### src/rtl/decode_queue_pkg.sv
// decode_queue_pkg: shared MIPS encodings, ALU op codes and control-word field offsets.
// Revision 1.0
`default_nettype none

package decode_queue_pkg;

    localparam int CTRL_W = 22;

    // Control-word bit offsets, LSB upward
    localparam int CTRL_ERET      = 0;
    localparam int CTRL_BREAK     = 1;
    localparam int CTRL_SYSCALL   = 2;
    localparam int CTRL_CP0WRITE  = 3;
    localparam int CTRL_JALR      = 4;
    localparam int CTRL_JR        = 5;
    localparam int CTRL_JAL       = 6;
    localparam int CTRL_J         = 7;
    localparam int CTRL_BAL       = 8;
    localparam int CTRL_BRANCH    = 9;
    localparam int CTRL_MEMTOREG  = 10;
    localparam int CTRL_MEMWRITE  = 11;
    localparam int CTRL_REGDST    = 12;
    localparam int CTRL_REGWRITE  = 13;
    localparam int CTRL_HILO_LO   = 14;
    localparam int CTRL_ALUSRC_LO = 16;
    localparam int CTRL_ALUOP_LO  = 18;

    // alusrc: 00 rt register, 01 sign-extended imm, 10 zero-extended imm
    localparam logic [1:0] SRC_REG  = 2'b00;
    localparam logic [1:0] SRC_SEXT = 2'b01;
    localparam logic [1:0] SRC_ZEXT = 2'b10;

    typedef enum logic [3:0] {
        NOP_OP    = 4'd0,
        R_TYPE_OP = 4'd1,
        ADD_OP    = 4'd2,
        ADDU_OP   = 4'd3,
        AND_OP    = 4'd4,
        OR_OP     = 4'd5,
        XOR_OP    = 4'd6,
        LUI_OP    = 4'd7,
        SLT_OP    = 4'd8,
        SLTU_OP   = 4'd9,
        SUB_OP    = 4'd10
    } aluop_e;

    localparam logic [5:0] OP_SPECIAL = 6'h00, OP_REGIMM = 6'h01, OP_J     = 6'h02, OP_JAL   = 6'h03;
    localparam logic [5:0] OP_BEQ     = 6'h04, OP_BNE    = 6'h05, OP_BLEZ  = 6'h06, OP_BGTZ  = 6'h07;
    localparam logic [5:0] OP_ADDI    = 6'h08, OP_ADDIU  = 6'h09, OP_SLTI  = 6'h0A, OP_SLTIU = 6'h0B;
    localparam logic [5:0] OP_ANDI    = 6'h0C, OP_ORI    = 6'h0D, OP_XORI  = 6'h0E, OP_LUI   = 6'h0F;
    localparam logic [5:0] OP_COP0    = 6'h10;
    localparam logic [5:0] OP_LB      = 6'h20, OP_LH     = 6'h21, OP_LW    = 6'h23, OP_LBU   = 6'h24;
    localparam logic [5:0] OP_LHU     = 6'h25, OP_SB     = 6'h28, OP_SH    = 6'h29, OP_SW    = 6'h2B;

    localparam logic [5:0] F_SLL  = 6'h00, F_SRL  = 6'h02, F_SRA     = 6'h03, F_SLLV  = 6'h04;
    localparam logic [5:0] F_SRLV = 6'h06, F_SRAV = 6'h07, F_JR      = 6'h08, F_JALR  = 6'h09;
    localparam logic [5:0] F_SYSCALL = 6'h0C, F_BREAK = 6'h0D;
    localparam logic [5:0] F_MFHI = 6'h10, F_MTHI = 6'h11, F_MFLO    = 6'h12, F_MTLO  = 6'h13;
    localparam logic [5:0] F_MULT = 6'h18, F_MULTU = 6'h19, F_DIV    = 6'h1A, F_DIVU  = 6'h1B;
    localparam logic [5:0] F_ADD  = 6'h20, F_ADDU = 6'h21, F_SUB     = 6'h22, F_SUBU  = 6'h23;
    localparam logic [5:0] F_AND  = 6'h24, F_OR   = 6'h25, F_XOR     = 6'h26, F_NOR   = 6'h27;
    localparam logic [5:0] F_SLT  = 6'h2A, F_SLTU = 6'h2B;

    localparam logic [4:0] RT_BLTZ = 5'h00, RT_BGEZ = 5'h01, RT_BLTZAL = 5'h10, RT_BGEZAL = 5'h11;
    localparam logic [4:0] RS_MFC0 = 5'h00, RS_MTC0 = 5'h04, RS_ERET   = 5'h10;

endpackage

`default_nettype wire

### src/rtl/decode_queue_inst_decode.sv
// inst_decode: combinational MIPS instruction word to {ctrl, ri}.
// Revision 1.0
`default_nettype none

module inst_decode
    import decode_queue_pkg::*;
(
    input  logic [31:0]       inst,
    output logic [CTRL_W-1:0] ctrl,
    output logic              ri
);

    logic [5:0] op;
    logic [5:0] funct;
    logic [4:0] rs;
    logic [4:0] rt;
    logic       unused_bits;

    assign op          = inst[31:26];
    assign rs          = inst[25:21];
    assign rt          = inst[20:16];
    assign funct       = inst[5:0];
    assign unused_bits = ^inst[15:6];

    always_comb begin
        ctrl = '0;
        ri   = 1'b0;
        case (op)
            OP_SPECIAL: begin
                ctrl[CTRL_ALUOP_LO +: 4] = R_TYPE_OP;
                case (funct)
                    F_ADD, F_ADDU, F_SUB, F_SUBU, F_SLT, F_SLTU, F_AND, F_OR, F_XOR, F_NOR,
                    F_SLL, F_SRL, F_SRA, F_SLLV, F_SRLV, F_SRAV, F_MFHI, F_MFLO: begin
                        ctrl[CTRL_REGWRITE] = 1'b1;
                        ctrl[CTRL_REGDST]   = 1'b1;
                    end
                    F_MULT, F_MULTU, F_DIV, F_DIVU: ctrl[CTRL_HILO_LO +: 2] = 2'b11;
                    F_MTHI:    ctrl[CTRL_HILO_LO +: 2] = 2'b10;
                    F_MTLO:    ctrl[CTRL_HILO_LO +: 2] = 2'b01;
                    F_JR:      ctrl[CTRL_JR] = 1'b1;
                    F_JALR: begin
                        ctrl[CTRL_JALR]     = 1'b1;
                        ctrl[CTRL_REGWRITE] = 1'b1;
                        ctrl[CTRL_REGDST]   = 1'b1;
                    end
                    F_SYSCALL: ctrl[CTRL_SYSCALL] = 1'b1;
                    F_BREAK:   ctrl[CTRL_BREAK]   = 1'b1;
                    default:   ri = 1'b1;
                endcase
            end
            OP_ANDI, OP_ORI, OP_XORI, OP_LUI, OP_ADDI, OP_ADDIU, OP_SLTI, OP_SLTIU: begin
                ctrl[CTRL_REGWRITE] = 1'b1;
                case (op)
                    OP_ANDI:  begin ctrl[CTRL_ALUOP_LO +: 4] = AND_OP;  ctrl[CTRL_ALUSRC_LO +: 2] = SRC_ZEXT; end
                    OP_ORI:   begin ctrl[CTRL_ALUOP_LO +: 4] = OR_OP;   ctrl[CTRL_ALUSRC_LO +: 2] = SRC_ZEXT; end
                    OP_XORI:  begin ctrl[CTRL_ALUOP_LO +: 4] = XOR_OP;  ctrl[CTRL_ALUSRC_LO +: 2] = SRC_ZEXT; end
                    OP_LUI:   begin ctrl[CTRL_ALUOP_LO +: 4] = LUI_OP;  ctrl[CTRL_ALUSRC_LO +: 2] = SRC_ZEXT; end
                    OP_ADDI:  begin ctrl[CTRL_ALUOP_LO +: 4] = ADD_OP;  ctrl[CTRL_ALUSRC_LO +: 2] = SRC_SEXT; end
                    OP_ADDIU: begin ctrl[CTRL_ALUOP_LO +: 4] = ADDU_OP; ctrl[CTRL_ALUSRC_LO +: 2] = SRC_SEXT; end
                    OP_SLTI:  begin ctrl[CTRL_ALUOP_LO +: 4] = SLT_OP;  ctrl[CTRL_ALUSRC_LO +: 2] = SRC_SEXT; end
                    default:  begin ctrl[CTRL_ALUOP_LO +: 4] = SLTU_OP; ctrl[CTRL_ALUSRC_LO +: 2] = SRC_SEXT; end
                endcase
            end
            OP_BEQ, OP_BNE, OP_BLEZ, OP_BGTZ: begin
                ctrl[CTRL_ALUOP_LO +: 4] = SUB_OP;
                ctrl[CTRL_BRANCH]        = 1'b1;
            end
            OP_REGIMM: begin
                ctrl[CTRL_ALUOP_LO +: 4] = SUB_OP;
                ctrl[CTRL_BRANCH]        = 1'b1;
                case (rt)
                    RT_BLTZ, RT_BGEZ: ;
                    RT_BLTZAL, RT_BGEZAL: begin
                        ctrl[CTRL_BAL]      = 1'b1;
                        ctrl[CTRL_REGWRITE] = 1'b1;
                    end
                    default: ri = 1'b1;
                endcase
            end
            OP_J:   ctrl[CTRL_J] = 1'b1;
            OP_JAL: begin
                ctrl[CTRL_JAL]      = 1'b1;
                ctrl[CTRL_REGWRITE] = 1'b1;
            end
            OP_LB, OP_LBU, OP_LH, OP_LHU, OP_LW: begin
                ctrl[CTRL_ALUOP_LO +: 4]  = ADDU_OP;
                ctrl[CTRL_ALUSRC_LO +: 2] = SRC_SEXT;
                ctrl[CTRL_REGWRITE]       = 1'b1;
                ctrl[CTRL_MEMTOREG]       = 1'b1;
            end
            OP_SB, OP_SH, OP_SW: begin
                ctrl[CTRL_ALUOP_LO +: 4]  = ADDU_OP;
                ctrl[CTRL_ALUSRC_LO +: 2] = SRC_SEXT;
                ctrl[CTRL_MEMWRITE]       = 1'b1;
            end
            OP_COP0: begin
                case (rs)
                    RS_MFC0: ctrl[CTRL_REGWRITE] = 1'b1;
                    RS_MTC0: ctrl[CTRL_CP0WRITE] = 1'b1;
                    RS_ERET: ctrl[CTRL_ERET]     = 1'b1;
                    default: ri = 1'b1;
                endcase
            end
            default: ri = 1'b1;
        endcase
        // Reserved instructions carry no control so nothing downstream acts on a partial decode
        if (ri) begin
            ctrl = '0;
        end
    end

endmodule

`default_nettype wire

### src/rtl/decode_queue.sv
// decode_queue: decodes fetched instructions and buffers them in a DEPTH-entry circular queue.
// Revision 1.0
`default_nettype none

module decode_queue
    import decode_queue_pkg::*;
#(
    parameter int DEPTH = 4,
    parameter int PC_W  = 32
) (
    input  logic                       clk,
    input  logic                       resetn,
    input  logic                       in_valid,
    output logic                       in_ready,
    input  logic [PC_W-1:0]            in_pc,
    input  logic [31:0]                in_inst,
    input  logic                       in_is_ds,
    output logic                       out_valid,
    input  logic                       out_ready,
    output logic [PC_W-1:0]            out_pc,
    output logic [31:0]                out_inst,
    output logic [CTRL_W-1:0]          out_ctrl,
    output logic                       out_ri,
    output logic                       out_is_ds,
    input  logic                       flush,
    output logic [$clog2(DEPTH):0]     count
);

    localparam int PTR_W = $clog2(DEPTH);
    localparam int CNT_W = PTR_W + 1;
    localparam logic [CNT_W-1:0] FULL_CNT = CNT_W'(DEPTH);

    logic [PC_W-1:0]   pc_mem   [DEPTH];
    logic [31:0]       inst_mem [DEPTH];
    logic [CTRL_W-1:0] ctrl_mem [DEPTH];
    logic              ri_mem   [DEPTH];
    logic              ds_mem   [DEPTH];

    logic [PTR_W-1:0]  wr_ptr;
    logic [PTR_W-1:0]  rd_ptr;
    logic [CNT_W-1:0]  count_next;
    logic              fence;
    logic              push;
    logic              pop;
    logic              trap;
    logic [CTRL_W-1:0] dec_ctrl;
    logic              dec_ri;

    inst_decode u_inst_decode (
        .inst (in_inst),
        .ctrl (dec_ctrl),
        .ri   (dec_ri)
    );

    assign trap      = dec_ri | dec_ctrl[CTRL_SYSCALL] | dec_ctrl[CTRL_BREAK] | dec_ctrl[CTRL_ERET];
    assign in_ready  = (count != FULL_CNT) && !fence;
    assign out_valid = (count != '0);
    assign push      = in_valid && in_ready;
    assign pop       = out_valid && out_ready;

    always_comb begin
        count_next = count;
        case ({push, pop})
            2'b10:   count_next = count + CNT_W'(1);
            2'b01:   count_next = count - CNT_W'(1);
            default: count_next = count;
        endcase
    end

    always_ff @(posedge clk or negedge resetn) begin
        if (!resetn) begin
            wr_ptr <= '0;
            rd_ptr <= '0;
            count  <= '0;
            fence  <= 1'b0;
        end else if (flush) begin
            wr_ptr <= '0;
            rd_ptr <= '0;
            count  <= '0;
            fence  <= 1'b0;
        end else begin
            if (push) begin
                wr_ptr <= wr_ptr + PTR_W'(1);
            end
            if (pop) begin
                rd_ptr <= rd_ptr + PTR_W'(1);
            end
            count <= count_next;
            // Fetch stays blocked until everything up to and including the trap has left
            if (push && trap) begin
                fence <= 1'b1;
            end else if (count_next == '0) begin
                fence <= 1'b0;
            end
        end
    end

    always_ff @(posedge clk) begin
        if (push && !flush) begin
            pc_mem[wr_ptr]   <= in_pc;
            inst_mem[wr_ptr] <= in_inst;
            ctrl_mem[wr_ptr] <= dec_ctrl;
            ri_mem[wr_ptr]   <= dec_ri;
            ds_mem[wr_ptr]   <= in_is_ds;
        end
    end

    // Storage is never reset, so head fields are masked to zero while empty
    assign out_pc    = out_valid ? pc_mem[rd_ptr]   : '0;
    assign out_inst  = out_valid ? inst_mem[rd_ptr] : '0;
    assign out_ctrl  = out_valid ? ctrl_mem[rd_ptr] : '0;
    assign out_ri    = out_valid ? ri_mem[rd_ptr]   : 1'b0;
    assign out_is_ds = out_valid ? ds_mem[rd_ptr]   : 1'b0;

endmodule

`default_nettype wire

### config.mk
export PLATFORM = sky130hd
export DESIGN_NAME = decode_queue
export DESIGN_NICKNAME = d
export VERILOG_FILES = /design/src/rtl/decode_queue_pkg.sv /design/src/rtl/decode_queue_inst_decode.sv /design/src/rtl/decode_queue.sv
export SDC_FILE = /design/constraint.sdc
export NUM_CORES = 1
export LEC_CHECK = 0
export ABC_AREA = 1
export BUFFER_PORTS_ARGS = -buffer_cell sky130_fd_sc_hd__buf_2
export CELL_PAD_IN_SITES_DETAIL_PLACEMENT = 1
export CELL_PAD_IN_SITES_GLOBAL_PLACEMENT = 1
export CORE_ASPECT_RATIO = 1.25
export CORE_MARGIN = 8
export CORE_UTILIZATION = 45
export DETAILED_ROUTE_END_ITERATION = 16
export GPL_TIMING_DRIVEN = 0
export PLACE_DENSITY = 0.73
export SLEW_MARGIN = 20
export SYNTH_ARGS = -nofsm -noshare
export SYNTH_HDL_FRONTEND = slang
export SYNTH_SLANG_ARGS = --single-unit
### constraint.sdc
create_clock -name clk -period 7.51 [get_ports clk]
set_input_delay 1.502 -clock clk [delete_from_list [all_inputs] [get_ports clk]]
set_output_delay 1.502 -clock clk [all_outputs]
set_load 0.05 [all_outputs]
Word-level counts from Yosys, hierarchy flattened
Memory sizes are Yosys's and may differ from the RTL's.
Cells that the tools add are included.
- bits in registers: 8
- bits in writable memories: 352
- input bits: 70
- output and inout port bits: 93
- word-level logic and storage cells: 151
- memories: 5
- add/subtract/negate cells: 4
- eq/ne operators: 59
- multiplexer cells: 47
- bitwise gates (word level): 3
- reduce and logical (&&, ||, !) cells: 29
- memory list (name ; words ; width ; rd ports ; clocked after Yosys merged registers in ; write ports ; RTL line ; RTL):
    inst_mem ; 4 ; 32 ; 1 ; 0 ; 1 ; decode_queue.sv:34 ; logic [31:0] inst_mem [DEPTH];
    pc_mem ; 4 ; 32 ; 1 ; 0 ; 1 ; decode_queue.sv:33 ; logic [PC_W-1:0] pc_mem [DEPTH];
    ctrl_mem ; 4 ; 22 ; 1 ; 0 ; 1 ; decode_queue.sv:35 ; logic [CTRL_W-1:0] ctrl_mem [DEPTH];
    ds_mem ; 4 ; 1 ; 1 ; 0 ; 1 ; decode_queue.sv:37 ; logic ds_mem [DEPTH];
    ri_mem ; 4 ; 1 ; 1 ; 0 ; 1 ; decode_queue.sv:36 ; logic ri_mem [DEPTH];
- operators by type and width (kind ; count):
    $eq 6x6->1 const B ; 18
    $eq 6x4->1 const B ; 12
    $mux 32 ; 2
    $eq 6x5->1 const B ; 9
    $mux 22 ; 2
    $eq 6x3->1 const B ; 7
    $pmux 6 s7 ; 1
    $reduce_or 28->1 ; 1
    $mux 1 ; 27
    $eq 6x2->1 const B ; 4
    $reduce_or 22->1 ; 1
    $reduce_or 19->1 ; 1
    $mux 2 ; 8
    $pmux 4 s4 ; 1
    $reduce_or 8->1 ; 2
    $eq 5x5->1 const B ; 3
    $reduce_or 14->1 ; 1
    $logic_not 6->1 ; 2
    $logic_not 5->1 ; 2
    $reduce_or 5->1 ; 2
    $pmux 1 s4 ; 2
    $reduce_or 4->1 ; 2
    $eq 6x1->1 const B ; 1
    $pmux 2 s3 ; 1
    other kinds (19) ; 30

Logic depth before layout (Yosys ltp)
Gate-level depths: netlist (run 1).
- depth after elaboration: 11
- mapped depth: 13
- mapped depth without buffers: 13

Hierarchy
A second synthesis (run 1) with hierarchy kept.
- cell total of the unflattened synthesis: 1270
- area total of the unflattened synthesis: 14853.0 um^2
- modules (own cells, without submodules) (module ; instances ; cells an instance ; area an instance (um^2) ; sequential area each (um^2)):
    decode_queue ; 1 ; 1111 ; 14116.0 ; 10770.3
    inst_decode ; 1 ; 159 ; 737.0 ; 0.0

Worst setup path after synthesis (run 1)
No wires, ideal clock.
- path type: register to register
- from: register count[1]
- to: memory ctrl_mem[0][0], enable pin
- setup time: 0.536 ns
- arrival time: 5.730 ns
- data required time: 6.974 ns
- path slack: 1.245 ns
- stages on the path, launching flop included: 5
- buffers on the path: 0
- clock period less this slack: 6.265 ns
- path through: dfrtp_1 > nor2_1 > a21oi_1 > nand3_1 > nor2_1
- cells in the longest elaborated chain, start to end: 6
- RTL lines (element ; RTL line ; RTL):
    start: declaration ; decode_queue.sv:26 ; output logic [$clog2(DEPTH):0] count
    start signal: assignment ; decode_queue.sv:88 ; count <= count_next;
    $ne 3x3->1 ; decode_queue.sv:56 ; assign in_ready = (count != FULL_CNT) && !fence;
    $logic_and 1x1->1 ; decode_queue.sv:56 ;
    via in_ready ; decode_queue.sv:14 ; output logic in_ready,
    $logic_and 1x1->1 ; decode_queue.sv:58 ; assign push = in_valid && in_ready;
    $logic_and 1x1->1 ; decode_queue.sv:99 ; if (push && !flush) begin
    $mux 1 ; decode_queue.sv:99 ;
    $mux 1 (not written as such) ; decode_queue.sv:102 ; ctrl_mem[wr_ptr] <= dec_ctrl;
    end: declaration ; decode_queue.sv:35 ;
The timed path passes the listed nets, and every way through them passes these cells.

Final worst setup path (run 1)
- from: register count[1]
- to: output out_ctrl[5]
- cells in the longest elaborated chain, start to end: 2
- RTL lines (element ; RTL line ; RTL):
    $reduce_bool 3->1 ; decode_queue.sv:57 ; assign out_valid = (count != '0);
    $mux 22 ; decode_queue.sv:111 ; assign out_ctrl = out_valid ? ctrl_mem[rd_ptr] : '0;
    end: declaration ; decode_queue.sv:22 ; output logic [CTRL_W-1:0] out_ctrl,
No other way between the ends.

==> results.cfg, run 1 <==
[clocking]
clock_latency_ns = 0.54
clk_path_buf_depth = 3
htreeDepth = 2
cts_tree = built
cts_resized = 0
post-cts-setup-buffers = 0
clock_sinks = 360
clock-root-buffer = clkbuf_16
postCtsHoldBufs = 0
cts.clk_slew.worst_paths_ns = 0.06
cts_made_buffers = 37

[die]
start_util_pct = 45.3
rows = 74
dieWidth_um = 178
core_area_um2 = 32500
die_h_um = 218
design.portCount = 163
dieArea_um2 = 38800

[critical_path]
cp_max_fo = 10
path_class = flip-flop to output port
required_ns = 6.01
r2r_start = count[1]$_DFF_PN0_
startpoint_type = flip-flop
critPathCaptureType = output port
reg2reg_depth = 13
arrival_ns = 2.98
crit_path_start = count[1]$_DFF_PN0_

[sta]
fin_tns_setup_ns = 0
slew_headroom_pct = 27.3
drv_slew = 0
hold_viol = 0
worst-slew-pin-transition_ns = 1.08
layout_min_cycle_time_ns = 4.49
rsz0062_at_grt = false
report.final.setup_viol = 0
max_freq_mhz = 223
fin_crit_sh_pct = 59.7
clock_skew_ns = 0.0181

[synthesis]
post_synth.cell_area_avg_um2 = 11.8
netlist_area_um2 = 14700
synth_warnings = 0
ys.flop_type = edfxtp_1
syn-num-nets = 1324
ys_ff_latch = 360
yosysSeqAreaShare_pct = 73.2
synth_edf_count = 352
syn_inst = 1248
synthArstFlopShare_pct = 2.22
synth_cell_types = 33

[layout]
utilization_pct = 54.5
layout_commonest_cell = nor2_1
area_growth_pct = 20.2
nNetsFinal = 1542
drive_above_1_share_pct = 18.9
final_area_um2 = 17700
layout_common_cells = nor2_1 (394), edfxtp_1 (352), buf_2 (186)
n_antenna_cell = 0

[pwr]
pwr-share-comb_pct = 38.8
p_clk_share_pct = 26.3
ir_drop_uv = 417
intPower_mw = 3.96
power.density_nw_per_um2 = 388
p_leak_nw = 6.60
seq_power_share_pct = 34.9
switching_power_mw = 2.91
switching_share_pct = 42.4

[route]
totalWireLength_um = 40900
routed_via_density = 5.38
vias = 10300
ant_nets = 0
drt_iter0_markers = 616
wire_per_inst_um = 21.4
firstDrtPassIters = 5
drc = 0

[hold_path]
hold_path_depth = 2
hp-start = fence$_DFFE_PN0P_
hold_class = flip-flop to flip-flop

[placed_design]
place_area_um2 = 16500
hpwl_um = 27600
portBuffers = 162
gp_congestion = 0.771

[grt]
grt-ovfl-total = 0
grt.total_usage_pct = 21.2
grt_first_pass_wirelength_um = 62800
antenna_found_initial = 0
grt_pass1_vias = 11100
grt_max_degree = 23

[run_status]
status = complete, no violations

[run]
cap_viol_max_count = 0
## synthesized netlist by cell type (5+ instances only)
cell,count,area share (%)
edfxtp_1,352,72
o21ai_0,181,6.2
nor2_1,398,10
dfrtp_1,8,1.4
nand3_1,20,0.68
inv_2,5,0.13
ha_1,5,0.42
a21oi_1,93,3.2
clkbuf_1,43,1.1
nand2_1,38,0.97
buf_2,24,0.82
inv_1,40,1.0
## registers in the layout (all words and copies together) (netlist names)
name / count
pc_mem: 128
fence: 1
ds_mem: 4
rd_ptr: 2
inst_mem: 128
ri_mem: 4
wr_ptr: 2
count: 3
ctrl_mem: 88
## routing by layer
| metal | wire length (um) | part of all wire [%] | global-route usage (%) | vias up |
|---|---|---|---|---|
| met5 | 0 | 0 | 0 | - |
| met4 | 898 | 2.2 | 6.21 | 0 |
| met3 | 1770 | 4.3 | 3.42 | 55 |
| met2 | 21600 | 53 | 38.9 | 227 |
| met1 | 16600 | 41 | 25.1 | 5199 |
| li1 | - | - | - | 4818 |
## power groups by stage
stage / logic, mW / registers, mW / clock network (mW)
detailed placement: 2.68 / 2.44 / 0
finish: 2.67 / 2.40 / 1.81
CTS: 2.70 / 2.40 / 1.84
global route: 2.84 / 2.41 / 1.90
global placement: 2.58 / 2.47 / 0
floorplan: 1.81 / 2.47 / 0
## kinds of logic after synthesis
group / share of synthesized area (%)
flops: 73.2
buf+inv: 3.09
mux: 0.0680
compound gates: 9.87
xor+xnor: 0.119
simple gates: 13.1
fa+ha+maj: 0.561
## worst paths after layout
| path | end | slack [ns] |
|---|---|---|
| min in group asynchronous | count[2]$_DFF_PN0_ | 0.80 |
| worst max register to register | fence$_DFFE_PN0P_ | 4.38 |
| worst max-delay path | out_ctrl[5] | 3.02 |
| max in group asynchronous | fence$_DFFE_PN0P_ | 6.52 |
| worst min register to register | fence$_DFFE_PN0P_ | 0.59 |
| worst min-delay path | fence$_DFFE_PN0P_ | 0.59 |
## metrics by stage
step / worst slack (ns) / hold WS [ns] / std cells / power [mW]
2_1_floorplan: 1.24 / 0.479 / 1248 / 4.28
3_3_place_gp: -1.82 / 0.519 / 1828 / 5.05
3_5_place_dp: 3.56 / 0.560 / 1845 / 5.13
4_1_cts: 2.97 / 0.588 / 1913 / 6.94
5_1_grt: 2.92 / 0.622 / 1913 / 7.15
6_report: 3.02 / 0.588 / 1913 / 6.87
## final cells by class
type                            count  area, um^2
Clock inverter                     20         173
Fill cell                        3439       14800
Tap cell                          418         523
Clock buffer                       48        1010
Timing Repair Buffer              179        1240
Multi-Input combinational cell    775        3530
Buffer                             68         287
Sequential cell                   360       10800
Inverter                           45         169
## critical path, cell delays in order (launching register included)
cell and delay, ns:
dfrtp_1 0.45, nor3_2 0.90, buf_2 0.42, buf_2 0.30
a21oi_1 0.13, buf_2 0.24
(Power assumes the default switching activity.)
==> inputs of run 2 (changes only) <==
Clock period 7.51 ns to 4.7 ns, I/O delays scaled along.
==> run 2 against run 1 <==
Non-clock buffer count decreased by 1; final cell count decreased by 0.42%; final area decreased by 1.0%; total power increased by 56%; clock skew decreased by 0.00096 ns; sequential share of layout area increased by 0.62 points; combinational power increased by 59%; utilization decreased by 0.55 points; clock power increased by 46%; critical path type unchanged; critical endpoint is now out_ctrl[4]; largest cell class unchanged; highest routed layer unchanged.
==> results.cfg, run 2 (synthesis gave the netlist of run 1 again) <==
[run_status]
status = complete, no violations

[placed_design]
hpwl_um = 28400
gp_congestion = 0.783
portBuffers = 162
place_inst = 1844

[grt]
gr-max-usage-layer = met2
grt.total_usage_pct = 21.3
grt_use_met3_pct = 3.02
grt-ovfl-total = 0
grt_max_degree = 23
grt_pass1_vias = 11400
met2_usage_pct = 39.4
antenna_found_initial = 0
met1_usage_pct = 24.7
grt_first_pass_wirelength_um = 63300

[layout]
fillers = 3451
area_growth_pct = 19.0
nNetsFinal = 1540
top_regs = inst_mem (128), pc_mem (128), ctrl_mem (88)
layoutNonFillerInstCount = 1905
drive_above_1_share_pct = 18.6
layout_common_cells = nor2_1 (394), edfxtp_1 (352), buf_2 (186)
layout_commonest_cell = nor2_1
n_antenna_cell = 0
ff_latch_area_um2 = 10800
multi_input_area_um2 = 3530

[die]
die_h_um = 218
rows = 74
dieWidth_um = 178
start_util_pct = 45.3
dieArea_um2 = 38800
core_area_um2 = 32500
design.portCount = 163

[sta]
rsz0062_at_grt = false
fin_tns_setup_ns = 0
worst-slew-pin-transition_ns = 1.08
drv_slew = 0
hold_viol = 0
fin_crit_sh_pct = 83.8
slew_headroom_pct = 27.9
report.final.setup_viol = 0
max_freq_mhz = 254
layout_min_cycle_time_ns = 3.94
whs_ns = 0.253
clock_skew_ns = 0.0172

[critical_path]
cp_max_fo = 10
reg2reg_depth = 13
critPathCaptureType = output port
path_class = flip-flop to output port
required_ns = 3.76
rr_endpoint = fence$_DFFE_PN0P_
r2r_slack_ns = 1.75
arrival_ns = 3.00
startpoint_type = flip-flop
r2r_start = count[1]$_DFF_PN0_

[pwr]
pwr-share-comb_pct = 39.5
p_total_mw = 10.7
switching_share_pct = 42.9
intPower_mw = 6.12
power.density_nw_per_um2 = 612
switching_power_mw = 4.60
seq_power_share_pct = 35.8
p_leak_nw = 6.52
ir_drop_uv = 439
p_clk_share_pct = 24.7

[route]
firstDrtPassIters = 5
routed_via_density = 5.41
ant_nets = 0
drc = 0
wire_per_inst_um = 21.7
vias = 10300
drt_iter0_markers = 612
totalWireLength_um = 41300

[run]
cap_viol_max_count = 0

[clocking]
clock-root-buffer = clkbuf_16
cts_resized = 0
cts_tree = built
clock_latency_ns = 0.52
clk_path_buf_depth = 3
post-cts-setup-buffers = 0
clock_sinks = 360
postCtsHoldBufs = 0
cts_made_buffers = 36
cts.clk_slew.worst_paths_ns = 0.06
htreeDepth = 2

[hold_path]
hold_class = input port to asynchronous set/reset pin
==> run 2: routing by layer <==
| layer | routed length, um | part of all wire (%) |
|---|---|---|
| met2 | 22000 | 53 |
| met3 | 1660 | 4.0 |
| met4 | 1130 | 2.7 |
| met1 | 16500 | 40 |
| met5 | 0 | 0 |
==> run 2: worst max-delay path, cell delays in order (launching register included) <==
cell     delay, ns
dfrtp_1       0.45
nor3_2        0.89
buf_2         0.41
buf_2         0.31
a21oi_1       0.15
buf_2         0.25
==> run 2: worst max path at each step <==
stage,slack [ns],start,endpoint,cells past startpoint
2_1_floorplan,-0.19,count[1]$_DFF_PN0_,ctrl_mem[0][0]$_DFFE_PP_,4
3_3_place_gp,-1.41,flush,inst_mem[3][12]$_DFFE_PP_,4
3_5_place_dp,1.28,count[1]$_DFF_PN0_,out_ctrl[4],5
4_1_cts,0.69,count[1]$_DFF_PN0_,out_ctrl[4],5
5_1_grt,0.63,count[1]$_DFF_PN0_,out_ctrl[4],5
6_report,0.76,count[1]$_DFF_PN0_,out_ctrl[4],5
==> run 2: stage by stage <==
stage | area (um^2) | utilization, % | setup slack (ns)
2_1_floorplan | 14700 | - | -0.191
3_3_place_gp | 16100 | 49.4 | -1.41
3_5_place_dp | 16500 | 50.6 | 1.28
4_1_cts | 17500 | 53.9 | 0.687
5_1_grt | 17500 | 53.9 | 0.629
6_report | 17500 | 53.9 | 0.761
==> run 2: area by class of cell <==
| cell class | count | share of cell area (%) |
|---|---|---|
| Timing Repair Buffer | 178 | 6.76 |
| Multi-Input combinational cell | 775 | 20.1 |
| Clock inverter | 18 | 0.643 |
| Inverter | 45 | 0.964 |
| Buffer | 68 | 1.64 |
| Sequential cell | 360 | 61.5 |
| Tap cell | 418 | 2.99 |
| Clock buffer | 43 | 5.41 |
==> run 2: power by group through the flow <==
stage | Clock, mW | Combinational, mW | Sequential, mW
finish | 2.64 | 4.24 | 3.84
global route | 2.80 | 4.51 | 3.85
CTS | 2.70 | 4.30 | 3.84
detailed placement | 0 | 4.28 | 3.91
global placement | 0 | 4.13 | 3.92
floorplan | 0 | 2.90 | 3.93
==> inputs of run 3 (changes only) <==
Settings changed: ABC_AREA 1 to 0, PLACE_DENSITY 0.73 to 0.69.
Clock period 4.7 ns to 3.9 ns, I/O delays scaled along.
==> run 3 against run 2 <==
Synthesized cell count fell by 44%; final area fell by 2.9%; clock power is 30% higher; count of clock-buffer cells in the layout grew 1; via count fell by 30%; total power increased by 17%; setup slack worse by 0.50 ns; routed wire length decreased by 24%; highest routed layer unchanged.
==> results.cfg, run 3 <==
[pwr]
ir_drop_uv = 460
power.density_nw_per_um2 = 735
p_leak_nw = 5.90

[die]
die_h_um = 215
core_area_um2 = 31600
rows = 73
start_util_pct = 45.3
design.portCount = 163
dieWidth_um = 176
dieArea_um2 = 37800

[placed_design]
portBuffers = 161
place_inst = 1284
hpwl_um = 20600
gp_congestion = 0.730

[critical_path]
cpMostUsedCell = buf_2
setup.worst_path.end = out_inst[10]
cp_top_family = buffers and inverters
crit_path_start = rd_ptr[0]$_DFFE_PN0P_
r2r_start = count[1]$_DFF_PN0_
cp_max_fo = 10
startpoint_type = flip-flop
reg2reg_depth = 8
required_ns = 3.12
critPathCaptureType = output port
arrival_ns = 2.86
r2r_slack_ns = 0.68
slowest_stage = mux4_2
path_buf_inv = 3
rr_endpoint = fence$_DFFE_PN0P_
cp_slowest_stage_delay_ns = 0.57
path_depth = 5
cp_cell_sequence = clkbuf_1 -> buf_2 -> mux4_2 -> and2_1 -> buf_2
path_class = flip-flop to output port

[grt]
grt.total_usage_pct = 16.7
grt_first_pass_wirelength_um = 48300
grt_pass1_vias = 8103
grt-ovfl-total = 0
grt_max_degree = 46
antenna_found_initial = 1

[route]
vias = 7204
firstDrtPassIters = 5
wire_per_inst_um = 23.4
totalWireLength_um = 31500
ant_nets = 0
routed_via_density = 5.36
drt_iter0_markers = 318
drc = 0

[run]
cap_viol_max_count = 0

[clocking]
htreeDepth = 2
clock_latency_ns = 0.52
cts_resized = 1
cts_made_buffers = 36
clock-root-buffer = clkbuf_16
cts.clk_slew.worst_paths_ns = 0.06
post-cts-setup-buffers = 0
clk_path_buf_depth = 3
clock_sinks = 360
cts_tree = built
postCtsHoldBufs = 0

[sta]
hold_viol = 0
whs_ns = 0.113
layout_min_cycle_time_ns = 3.64
slew_headroom_pct = 29.9
clock_skew_ns = 0.0121
worst-slew-pin-transition_ns = 1.04
drv_slew = 0
fin_crit_sh_pct = 93.4
rsz0062_at_grt = false
max_freq_mhz = 275
report.final.setup_viol = 0

[synthesis]
synth_cell_types = 43
yosys.area.top_type = edfxtp_1
ys.flop_type = edfxtp_1
post_synth.cell_area_avg_um2 = 20.4
syn_inst = 703
syn-num-nets = 779
netlist_area_um2 = 14300
yosysSeqAreaShare_pct = 75.2
synth_commonest_cells = edfxtp_1 (352), and2_1 (94), mux4_2 (88), clkbuf_1 (22), nor2_1 (17)
synth_warnings = 0
synth.most_common_cell = edfxtp_1
synth_edf_count = 352
synth_top_area_share_pct = 73.8
synth_area_leaders = edfxtp_1 (74%), mux4_2 (14%), and2_1 (4.1%)
synthArstFlopShare_pct = 2.22
ys_ff_latch = 360

[layout]
area_growth_pct = 18.7
nNetsFinal = 985
drive_above_1_share_pct = 35.8
layout_common_cells = edfxtp_1 (352), buf_2 (174), and2_1 (90)
top_regs = inst_mem (128), pc_mem (128), ctrl_mem (88)
layout_commonest_cell = edfxtp_1
fillers = 2899
layoutNonFillerInstCount = 1345

[hold_path]
hold_class = input port to asynchronous set/reset pin

[run_status]
status = complete, no violations
## run 3: kinds of logic (layout without fill, tap and decap cells)
kind of cell / count (synthesis) / count (layout) / synth area share [%]
DFF: 360 / 360 / 75.2
and+or+nand+nor: 159 / 159 / 6.61
muxes: 92 / 92 / 14.1
buffers and inverters: 48 / 276 / 1.48
AOI/OAI and AO/OA: 33 / 33 / 1.73
adders and majority gates: 6 / 6 / 0.576
xor gates and xnor gates: 5 / 5 / 0.306
other: 0 / 2 / 0
## run 3: report_power, final
part           total (mW)  switching (mW)  internal [mW]
registers            4.59          0.0719           4.52
logic                4.47            3.14           1.34
clock network        3.42            1.36           2.06
total                12.5            4.57           7.92
## run 3: how the worst min path moves through the flow
stage	start	endpoint	cells past startpoint
2_1_floorplan	resetn	count[0]$_DFF_PN0_	0
3_3_place_gp	wr_ptr[1]$_DFFE_PN0P_	wr_ptr[1]$_DFFE_PN0P_	2
3_5_place_dp	wr_ptr[1]$_DFFE_PN0P_	wr_ptr[1]$_DFFE_PN0P_	2
4_1_cts	resetn	count[0]$_DFF_PN0_	1
5_1_grt	resetn	count[0]$_DFF_PN0_	1
6_report	resetn	count[0]$_DFF_PN0_	1
## run 3: area by class of cell
type,instances,area [um^2],share of cell area (%)
antenna,2,5.00,0.0294
buffer,37,170,1.00
clock buffer,44,952,5.60
clock inverter,16,203,1.19
inverter,10,37.5,0.221
multi-input combinational,295,3360,19.8
sequential,360,10800,63.3
tap,412,515,3.03
timing repair buffer,169,988,5.81
## run 3: through the flow
| step | utilization, % | setup slack, ns | setup TNS, ns | area (um^2) | power [mW] |
|---|---|---|---|---|---|
| 3_3_place_gp | 49.5 | -0.189 | -50.10 | 15700 | 9.20 |
| 2_1_floorplan | - | 0.889 | 0 | 14300 | 8.04 |
| 6_report | 53.8 | 0.259 | 0 | 17000 | 12.5 |
| 4_1_cts | 53.8 | 0.142 | 0 | 17000 | 12.7 |
| 5_1_grt | 53.8 | 0.0844 | 0 | 17000 | 13.0 |
| 3_5_place_dp | 50.1 | 0.232 | 0 | 15800 | 9.27 |
## run 3: routing by layer
layer	vias to the layer above	routed length [um]	GRT usage [%]
li1	3244	-	-
met4	0	723	5.18
met1	3758	12700	19.9
met5	-	0	0
met3	36	1510	3.53
met2	166	16500	29.7
